==> src/rtl/alu_ctrl_issue_if.sv <==
// alu_ctrl_issue_if: decode-to-issue and issue-to-EX handshake bundle for the ALU ctrl slot
interface alu_ctrl_issue_if #(parameter int TAG_W = 5);
  logic [2:0]       alu_op_i;
  logic [5:0]       funct_i;
  logic [TAG_W-1:0] tag_i;
  logic             in_valid_i;
  logic             in_ready_o;
  logic             flush_i;
  logic [3:0]       ctrl_o;
  logic [TAG_W-1:0] tag_o;
  logic             illegal_o;
  logic             out_valid_o;
  logic             out_ready_i;
  logic             mul_busy_o;
  modport master (
    output alu_op_i, funct_i, tag_i, in_valid_i, flush_i, out_ready_i,
    input  in_ready_o, ctrl_o, tag_o, illegal_o, out_valid_o, mul_busy_o
  );
  modport slave (
    input  alu_op_i, funct_i, tag_i, in_valid_i, flush_i, out_ready_i,
    output in_ready_o, ctrl_o, tag_o, illegal_o, out_valid_o, mul_busy_o
  );
endinterface

==> src/rtl/alu_ctrl_issue.sv <==
// alu_ctrl_issue: decodes ALUOp/funct into a 4-bit ALU ctrl code and issues it through a one-entry slot
module alu_ctrl_issue #(
  parameter int MUL_LAT = 4
) (
  input logic              clk_i,
  input logic              rst_n,
  alu_ctrl_issue_if.slave  bus
);
  localparam int CW = $clog2(MUL_LAT) + 1;
  typedef enum logic [1:0] {EMPTY, FULL, MUL_WAIT} state_t;
  state_t        state;
  logic [CW-1:0] cnt;
  logic [3:0]    rdec;
  logic [3:0]    dec;
  logic          smul_held;
  logic          accept;
  // R-type funct to ctrl code; anything unlisted is illegal
  always_comb begin
    rdec = 4'd15;
    case (bus.funct_i)
      6'h24: rdec = 4'd0;
      6'h25: rdec = 4'd1;
      6'h21: rdec = 4'd4;
      6'h23: rdec = 4'd5;
      6'h2A: rdec = 4'd6;
      6'h2B: rdec = 4'd11;
      6'h00: rdec = 4'd12;
      6'h03: rdec = 4'd8;
      6'h07: rdec = 4'd9;
      6'h18: rdec = 4'd13;
      default: rdec = 4'd15;
    endcase
  end
  assign dec = bus.alu_op_i == 3'd0 ? 4'd2  :
               bus.alu_op_i == 3'd1 ? 4'd3  :
               bus.alu_op_i == 3'd3 ? 4'd7  :
               bus.alu_op_i == 3'd4 ? 4'd14 :
               bus.alu_op_i == 3'd5 ? 4'd10 :
               bus.alu_op_i == 3'd6 ? 4'd4  :
               bus.alu_op_i == 3'd7 ? 4'd11 : rdec;
  // a pending SMUL must leave alone so its ALU occupancy can start cleanly
  assign smul_held     = state == FULL && bus.ctrl_o == 4'd13 && MUL_LAT > 1;
  assign bus.in_ready_o = !bus.flush_i &&
                          (state == EMPTY || (state == FULL && bus.out_ready_i && !smul_held));
  assign accept        = bus.in_valid_i && bus.in_ready_o;
  // issue-slot FSM with registered outputs and SMUL occupancy counter
  always_ff @(posedge clk_i) begin
    if (!rst_n) begin
      state           <= EMPTY;
      cnt             <= '0;
      bus.ctrl_o      <= '0;
      bus.tag_o       <= '0;
      bus.illegal_o   <= 1'b0;
      bus.out_valid_o <= 1'b0;
      bus.mul_busy_o  <= 1'b0;
    end else if (bus.flush_i) begin
      state           <= EMPTY;
      cnt             <= '0;
      bus.out_valid_o <= 1'b0;
      bus.mul_busy_o  <= 1'b0;
    end else begin
      case (state)
        EMPTY: if (accept) begin
          state           <= FULL;
          bus.ctrl_o      <= dec;
          bus.tag_o       <= bus.tag_i;
          bus.illegal_o   <= dec == 4'd15;
          bus.out_valid_o <= 1'b1;
        end
        FULL: if (bus.out_ready_i) begin
          if (smul_held) begin
            state           <= MUL_WAIT;
            cnt             <= CW'(MUL_LAT - 1);
            bus.out_valid_o <= 1'b0;
            bus.mul_busy_o  <= 1'b1;
          end else if (accept) begin
            bus.ctrl_o    <= dec;
            bus.tag_o     <= bus.tag_i;
            bus.illegal_o <= dec == 4'd15;
          end else begin
            state           <= EMPTY;
            bus.out_valid_o <= 1'b0;
          end
        end
        MUL_WAIT: begin
          cnt <= cnt - 1'b1;
          if (cnt == CW'(1)) begin
            state          <= EMPTY;
            bus.mul_busy_o <= 1'b0;
          end
        end
        default: state <= EMPTY;
      endcase
    end
  end
endmodule

==> src/flat_wrapper.sv <==
// flat-port wrapper written by rule: the top's interface ports become plain ports
module alu_ctrl_issue_flat 
#(
  parameter int MUL_LAT = 4
)
  (clk_i, rst_n, bus_alu_op_i, bus_funct_i, bus_tag_i, bus_in_valid_i, bus_flush_i, bus_out_ready_i, bus_in_ready_o, bus_ctrl_o, bus_tag_o, bus_illegal_o, bus_out_valid_o, bus_mul_busy_o);
  alu_ctrl_issue_if #(.TAG_W(5)) bus_i ();
  input logic clk_i;
  input logic rst_n;
  input wire logic [$bits(bus_i.alu_op_i)-1:0] bus_alu_op_i;
  input wire logic [$bits(bus_i.funct_i)-1:0] bus_funct_i;
  input wire logic [$bits(bus_i.tag_i)-1:0] bus_tag_i;
  input wire logic [$bits(bus_i.in_valid_i)-1:0] bus_in_valid_i;
  input wire logic [$bits(bus_i.flush_i)-1:0] bus_flush_i;
  input wire logic [$bits(bus_i.out_ready_i)-1:0] bus_out_ready_i;
  output wire logic [$bits(bus_i.in_ready_o)-1:0] bus_in_ready_o;
  output wire logic [$bits(bus_i.ctrl_o)-1:0] bus_ctrl_o;
  output wire logic [$bits(bus_i.tag_o)-1:0] bus_tag_o;
  output wire logic [$bits(bus_i.illegal_o)-1:0] bus_illegal_o;
  output wire logic [$bits(bus_i.out_valid_o)-1:0] bus_out_valid_o;
  output wire logic [$bits(bus_i.mul_busy_o)-1:0] bus_mul_busy_o;
  assign bus_i.alu_op_i = bus_alu_op_i;
  assign bus_i.funct_i = bus_funct_i;
  assign bus_i.tag_i = bus_tag_i;
  assign bus_i.in_valid_i = bus_in_valid_i;
  assign bus_i.flush_i = bus_flush_i;
  assign bus_i.out_ready_i = bus_out_ready_i;
  assign bus_in_ready_o = bus_i.in_ready_o;
  assign bus_ctrl_o = bus_i.ctrl_o;
  assign bus_tag_o = bus_i.tag_o;
  assign bus_illegal_o = bus_i.illegal_o;
  assign bus_out_valid_o = bus_i.out_valid_o;
  assign bus_mul_busy_o = bus_i.mul_busy_o;
  alu_ctrl_issue #(.MUL_LAT(MUL_LAT)) u_core (.clk_i(clk_i), .rst_n(rst_n), .bus(bus_i));
endmodule
==> config.mk <==
export PLATFORM = sky130hd
export DESIGN_NAME = alu_ctrl_issue_flat
export DESIGN_NICKNAME = d
export VERILOG_FILES = /design/src/rtl/alu_ctrl_issue_if.sv /design/src/rtl/alu_ctrl_issue.sv /design/src/flat_wrapper.sv
export SDC_FILE = /design/constraint.sdc
export NUM_CORES = 1
export LEC_CHECK = 0
export CAP_MARGIN = 20
export CELL_PAD_IN_SITES_DETAIL_PLACEMENT = 1
export CELL_PAD_IN_SITES_GLOBAL_PLACEMENT = 2
export CORE_ASPECT_RATIO = 1.1
export CORE_UTILIZATION = 27
export DETAILED_ROUTE_END_ITERATION = 6
export PLACE_DENSITY = 0.94
export SKIP_LAST_GASP = 1
export SLEW_MARGIN = 20
export SYNTH_ARGS = -nofsm -noshare
export SYNTH_HDL_FRONTEND = slang
export SYNTH_SLANG_ARGS = --single-unit
==> constraint.sdc <==
create_clock -name clk_i -period 5.5 [get_ports clk_i]
set_clock_uncertainty 0.1 [all_clocks]
set_input_delay 1.1 -clock clk_i [delete_from_list [all_inputs] [get_ports clk_i]]
set_output_delay 1.1 -clock clk_i [all_outputs]
set_load 0.005 [all_outputs]
======== Word-level counts from Yosys, hierarchy flattened ========
Index checks and enable logic that the tools add are counted.
W data, S select, Z words.
operators by class
  $add $sub $neg .......................... 1
  equality and inequality tests ........... 26
  mux-type cells .......................... 38
  bitwise operators ....................... 2
  reductions and logical operators ........ 19
operators with widths
  cell                  count
  $mux W4               10
  $pmux W4 S10          1
  $eq A6 B6 Y1 const B  6
  $reduce_and A4 Y1     4
  $mux W5               3
  $eq A3 B3 Y1 const B  4
  $mux W1               10
  $mux W2               5
  $pmux W5 S2           1
  $eq A4 B4 Y1 const B  2
  $pmux W4 S2           1
  $eq A3 B1 Y1 const B  2
  $eq A6 B2 Y1 const B  1
  $eq A6 B3 Y1 const B  1
  $eq A6 B5 Y1 const B  1
  $logic_not A6 Y1      1
  $mux W3               2
  $ne A2 B1 Y1 const B  3
  $pmux W1 S2           3
  $pmux W2 S3           1
  $pmux W3 S2           1
  $logic_and A1 B1 Y1   5
  $ne A2 B2 Y1 const B  2
  $reduce_bool A2 Y1    2
  12 further kinds      14
word-level totals
  bits in registers ....................... 17
  input port bits ......................... 19
  logic and storage cells ................. 93

======== Longest topological paths before layout ========
Gate-level depths: netlist of the first run.
  depth in word-level cells ............... 14
  gate-level depth with buffers ........... 7
  gate-level depth less buffers ........... 6

======== Worst setup path before layout of the first run ========
No wires, ideal clock.
  kind .................................... input port to output port
  from .................................... input port bus_out_ready_i
  to ...................................... output port bus_in_ready_o
  arrival ................................. 1509 ps
  required time ........................... 4300 ps
  slack ................................... 2791 ps
  stages on the path ...................... 3
  buffers on the path ..................... 0
  cells stage by stage .................... inv_1 o21a_1 nor3_1
between the ends
  cells in the longest elaborated chain, start to end .. 4
ends and longest elaborated chain
  item                               line                  source
  start: declaration                 flat_wrapper.sv:15    input wire logic [$bits(bus_i.out_ready_i)-1:0] bus_out_ready_i;
  $logic_and A1 B1 Y1 (2 in series)  alu_ctrl_issue.sv:44  (state == EMPTY || (state == FULL && bus.out_ready_i && !smul_held));
  $logic_or A1 B1 Y1                 alu_ctrl_issue.sv:44
  $logic_and A1 B1 Y1                alu_ctrl_issue.sv:43  assign bus.in_ready_o = !bus.flush_i &&
  end: declaration                   flat_wrapper.sv:16    output wire logic [$bits(bus_i.in_ready_o)-1:0] bus_in_ready_o;
Every way passes these cells.

======== Worst setup path after layout of the first run ========
Ends and elaborated chain as after synthesis.

==> results of run 1 <==
## routing by layer
| layer | global-route usage | up-vias | routed length [um] |
|---|---|---|---|
| met5 | 0 | - | 0 |
| met4 | 0.0669 | 0 | 51 |
| met3 | 0.0157 | 7 | 102 |
| met2 | 0.240 | 27 | 1340 |
| met1 | 0.163 | 445 | 1200 |
| li1 | - | 485 | - |
## tightest hold or removal path, cell delays in order, from the launching register on
cell and delay (ps):
dfxtp_1 330, nand2_1 60, o22ai_1 60
## cell type report
cell class | instances | area [um2] | area share
clock buffer | 3 | 22.5 | 0.0165
multi-input combinational | 93 | 607 | 0.445
inverter | 5 | 18.8 | 0.0138
tap | 48 | 60.1 | 0.0440
sequential | 17 | 340 | 0.250
timing repair buffer | 31 | 310 | 0.228
clock inverter | 1 | 5.00 | 0.00367
## state kept, by name, indices dropped and copies added, names as in the netlist
register / flops
u_core.bus.illegal_o: 1
u_core.bus.ctrl_o: 4
u_core.bus.mul_busy_o: 1
u_core.cnt: 3
u_core.bus.out_valid_o: 1
u_core.state: 2
u_core.bus.tag_o: 5
## report_power, final
part | internal, mW | leakage [nW] | switching, mW
clock network | 0.0271 | 0.0177 | 0.0390
registers | 0.128 | 0.138 | 0.00341
logic | 0.0314 | 0.358 | 0.0244
## worst min path at each step
stage                    startpoint                   end  slack [ps]  depth (start not counted)
2_1_floorplan       u_core.state[1]       u_core.state[0]         360                          1
3_3_place_gp   u_core.bus.illegal_o  u_core.bus.illegal_o         370                          2
3_5_place_dp   u_core.bus.illegal_o  u_core.bus.illegal_o         380                          2
4_1_cts        u_core.bus.illegal_o  u_core.bus.illegal_o         390                          2
5_1_grt        u_core.bus.illegal_o  u_core.bus.illegal_o         400                          2
6_report       u_core.bus.illegal_o  u_core.bus.illegal_o         390                          2
## synthesized netlist by cell type (2+ instances only)
master     n
a211oi_1   2
a21oi_1    8
and3_1     2
and4b_1    2
clkbuf_1   2
dfxtp_1   17
ha_1       2
inv_1      5
mux2i_1    5
nand2_1    9
nand2b_1   5
nor2_1    11
nor2b_1    8
nor3_1     7
o211a_1    2
o21ai_0    4
xor2_1     2
## through the flow
step           total power, mW  std cells
6_report                 0.253        198
4_1_cts                  0.257        198
5_1_grt                  0.267        198
3_5_place_dp             0.190        194
2_1_floorplan            0.158        119
3_3_place_gp             0.188        194
## kinds of logic (layout without fill, tap and decap cells)
kind of cell / Yosys count / in the layout / share of synthesized area
xor gates and xnor gates: 2 / 2 / 0.0177
DFF: 17 / 17 / 0.344
and+or+nand+nor: 53 / 53 / 0.291
buffers and inverters: 9 / 40 / 0.0430
AOI/OAI and AO/OA: 29 / 29 / 0.207
muxes: 6 / 6 / 0.0619
adders and majority gates: 3 / 3 / 0.0354
==> run metrics, run 1 <==
sequential-to-total area share from yosys stat=0.344; I/O Pins=32; Overall Global Routing Usage=0.138; CP bufs+invs=3; input/output buffers=31; ANT cells=0; distinct cell type count after synthesis=43; synthesized area per cell=8.32 um2; synthesized instance count=119; Reg2Reg Depth=6; pre-CTS WS=1740 ps; commonest non-fill, non-tap cell in the layout=clkdlybuf4s50_1; Vert. Die Dim=around 66 um; initial core utilization=0.290; number of synthesized flops with an enable pin=0; maximum fanout along the worst path=3; Slowest cell on crit path=clkdlybuf4s50_1; critical path class=in -> out; min cycle time layout=3730 ps; core footprint=3410 um2; postcts setup bufs=0; Worst Setup SP=bus_out_ready_i; DR WL/cell=~14 um; maximum VDD drop=between 0.05 and 0.06 mV; Tightest Pin Transition=687 ps; synthesized area=990 um2; setup slack after layout=about 1800 ps; Detail Placement HPWL=2.14 mm; Skew-Pair Late Insertion Delay=about 290 ps; Synth area leaders=dfxtp_1 34%, mux2i_1 5.1%, nor2b_1 5.1%; FMAX=268 MHz; crit path DAT=2530 ps; Fin. Hold Viols=0; Synth top area share=0.344; largest net degree at the start of global routing=16; top_reg_cell synth=dfxtp_1; total number of vias=964; Tightest Hold Check Type=reg -> reg; Fillers=416; WL final=2.69 mm; leakage power=between 0.5 and 0.6 nW; Critical Path Stages=5; Max Cap Viol=0; layout cell share with drive strength beyond 1=0.0600; number of global-route vias before repair=961; Worst-path clk slew=around 100 ps; Die Width=roughly 60 um; drt first pass iters=4; post-CTS sizing=0; grt total ovfl=0; critical path's largest stage delay=between 500 and 600 ps; Final Util=0.400; final setup fails=0; Area Overhead vs Synth=37.8%; TritonCTS buffer count=3; CTS Hold Bufs=0; Rows=22; Most common cell on crit path=clkdlybuf4s50_1; Final Max Tran Viols=0; synthesized flop and latch total=17; # DRC=0; first-pass GRT wire length=4.12 mm; max-slew headroom at the worst pin=0.542; reg2reg setup slack=3330 ps; synth warn=0; Worst Path Required=4300 ps; Async S/R FF share, synth=0; RSZ-0062 raised after global routing=no; CTS tree=done; CTS max path bufs=2; most frequent cells in the layout=31 x clkdlybuf4s50_1, 17 x dfxtp_1, 11 x nor2_1; FF-to-FF Start=u_core.bus.ctrl_o[1]; Setup crit end kind=output port; worst hold slack=393 ps; CTS sink count=17; 1st-iter DRT viols=17; pwr/cell area=between 150 and 200 nW/um2; die outline area=3910 um2; syn_nets=140; critical path startpoint category=input port; clk root buf=clkbuf_4; post-route ant nets=0; GPL Wtd Cong=0.833; nets@finish=172; Critical Path Sink=bus_in_ready_o; crit-path leading delay family=buffers and inverters; final instance area=~1400 um2; # H-tree levels=1; post-route clock period utilization=0.678; Setup TNS=0 ps; initial antenna violation count=0; Critical Path, Cell by Cell=clkdlybuf4s50_1, inv_1, o21a_1, nor3_1, clkdlybuf4s50_1; routed vias/inst=just under 5; placed cell area=between 1000 and 1500 um2; cell taking the most area after synthesis=dfxtp_1; worst r2r dst=u_core.bus.illegal_o; result of the run=completed
Power figures use the tool's default switching activity.
==> run 2: changes to the inputs <==
- CORE_UTILIZATION: 27 -> 23
- PLACE_DENSITY: 0.94 -> 0.87
- clock period: 5.5 -> 3.14 ns (I/O delays scaled with it)
==> run 2 against run 1 <==
  * Final cell count increased by 2.5%
  * Highest routed layer unchanged
  * Sequential cell count unchanged
  * Global-route usage decreased by 0.35 points
  * Sequential power increased by 75%
  * Total power increased by 95%
  * Combinational power increased by 78%
  * Wire length increased by 1.4%
  * Cell area increased by 2.3%
  * Critical path depth unchanged
  * Via count increased by 2.4%
  * Worst hold slack got worse by 11 ps
==> run metrics, run 2 (same netlist as run 1, synthesis figures left out) <==
switching share of power=0.253 (-0.0115); CTS sink count=17 (unchanged); largest net degree at the start of global routing=15 (-1); CTS tree=done; # H-tree levels=1 (unchanged); Critical Path, Cell by Cell=clkdlybuf4s50_1, inv_1, o21a_1, nor3_1, clkdlybuf4s50_1; min cycle time layout=approximately 2700 ps; routed vias/inst=4.86 (-0.14%); Final Max Tran Viols=0 (unchanged); Area Overhead vs Synth=41.0%; Worst Setup SP=bus_out_ready_i; Rows=24 (+9.1%); post-route clock period utilization=0.873; Setup TNS=0 ps (unchanged); GPL Wtd Cong=0.890 (+6.8%); grt total ovfl=0 (unchanged); Reg power frac=0.465 (-0.053); Die Width=64.5 um (+8.1%); crit-path leading delay family=buffers and inverters; Slowest cell on crit path=clkdlybuf4s50_1; Int Pwr=0.367 mW (+98%); Clock power frac=0.333 (+0.072); initial core utilization=0.244 (-0.0458); Skew-Pair Late Insertion Delay=260 ps (-30 ps); Biggest register=u_core.bus.tag_o; pre-CTS WS=317 ps (-1420 ps); pwr/cell area=352 nW/um2 (+90%); result of the run=completed; leakage power=0.527 nW (+2.5%); layout cell share with drive strength beyond 1=0.0662 (+0.00623); max FFs per register=5 (unchanged); crit path DAT=2010 ps (-520 ps); Setup crit end kind=output port; most frequent cells in the layout=31 x clkdlybuf4s50_1, 17 x dfxtp_1, 11 x nor2_1; Reg area=340 um2 (unchanged); RSZ-0062 raised after global routing=no; FF-to-FF Start=u_core.bus.ctrl_o[1]; Comb power frac=0.202 (-0.019); multi-input combinational cell area=607 um2 (unchanged); Worst-path clk slew=70 ps (-30 ps); DR WL/cell=13.4 um (-1.1%); Detail Placement HPWL=2.21 mm (+3.5%); Overall Global Routing Usage=0.134 (-0.00349); ANT cells=0 (unchanged); Top Registers=u_core.bus.tag_o: 5 flops, u_core.bus.ctrl_o: 4 flops, u_core.cnt: 3 flops; Tightest Hold Check Type=reg -> reg; die outline area=4570 um2 (+17%); # DRC=0 (unchanged); post-route ant nets=0 (unchanged); post-CTS sizing=0 (unchanged); nets@finish=173 (+0.58%); maximum fanout along the worst path=3 (unchanged); HP Start=u_core.bus.illegal_o; CP bufs+invs=3 (unchanged); maximum VDD drop=0.120 mV (+100%); clk root buf=clkbuf_8; reg2reg setup slack=1470 ps (-1860 ps); core footprint=4050 um2 (+19%); 1st-iter DRT viols=29 (+12); max-slew headroom at the worst pin=0.671 (+0.130); initial antenna violation count=0 (unchanged); Vert. Die Dim=70.8 um (+8.1%); Worst Path Required=2410 ps (-1890 ps); total number of vias=987 (+2.4%); FMAX=365 MHz; drt first pass iters=4 (unchanged); Max Cap Viol=0 (unchanged); CTS max path bufs=2 (unchanged); TritonCTS buffer count=3 (unchanged); Psw=0.124 mW (+86%); commonest non-fill, non-tap cell in the layout=clkdlybuf4s50_1; worst hold slack=381 ps (-11.3 ps); critical path startpoint category=input port; WL final=2.73 mm (+1.4%); Fin. Hold Viols=0 (unchanged); setup slack after layout=398 ps (-1370 ps); number of global-route vias before repair=1056 (+9.9%); CTS Hold Bufs=0 (unchanged); first-pass GRT wire length=4.83 mm (+17%); I/O Pins=32 (unchanged); Fillers=490 (+18%); final setup fails=0 (unchanged); postcts setup bufs=0 (unchanged); critical path's largest stage delay=520 ps (about the same); critical path class=in -> out; Most common cell on crit path=clkdlybuf4s50_1; Tightest Pin Transition=492 ps (-195 ps); input/output buffers=31 (unchanged)
==> run 2: cell types whose count changed in the layout (fill, tap and decap cells not counted) <==
cell	delta
clkbuf_4	-3
buf_4	+1
clkbuf_8	+3
==> run 2: power groups by stage <==
stage | Clock [mW] | Sequential [mW] | Combinational, mW
after floorplan | 0 | 0.233 | 0.0440
after global placement | 0 | 0.234 | 0.0987
after detailed placement | 0 | 0.234 | 0.100
after CTS | 0.171 | 0.229 | 0.101
after global routing | 0.181 | 0.230 | 0.109
final | 0.164 | 0.229 | 0.0993
==> run 2: final cells by class <==
cell class | count | area share
multi-input cells | 93 | 0.435
flip-flops and latches | 17 | 0.244
repair buffers | 32 | 0.228
well taps | 52 | 0.0466
clock buffers | 3 | 0.0296
inverters | 5 | 0.0135
clock inverters | 1 | 0.00359
==> run 2: final timing paths <==
kind,to,cells past startpoint
max,bus_in_ready_o,5
min reg2reg,u_core.bus.illegal_o,2
min,u_core.bus.illegal_o,2
max reg2reg,u_core.bus.tag_o[1],6
==> run 2: per-stage QoR <==
step	power, mW	utilization	instance area, um2	instances
2_1_floorplan	0.277	-	990	119
3_3_place_gp	0.332	0.333	1350	199
3_5_place_dp	0.334	0.333	1350	199
4_1_cts	0.501	0.344	1400	203
5_1_grt	0.521	0.344	1400	203
6_report	0.492	0.344	1400	203
==> run 2: routing by layer <==
metal  up-vias  track usage  wire, um
met4         0       0.0444        33
met3         5       0.0258        85
li1        488            -         -
met1       476        0.158      1190
met5         -            0         0
met2        18        0.241      1420
==> run 2: worst min-delay path, cell delays in order, from the launching register on <==
cell and delay [ps]:
dfxtp_1 320, nand2_1 60, o22ai_1 60
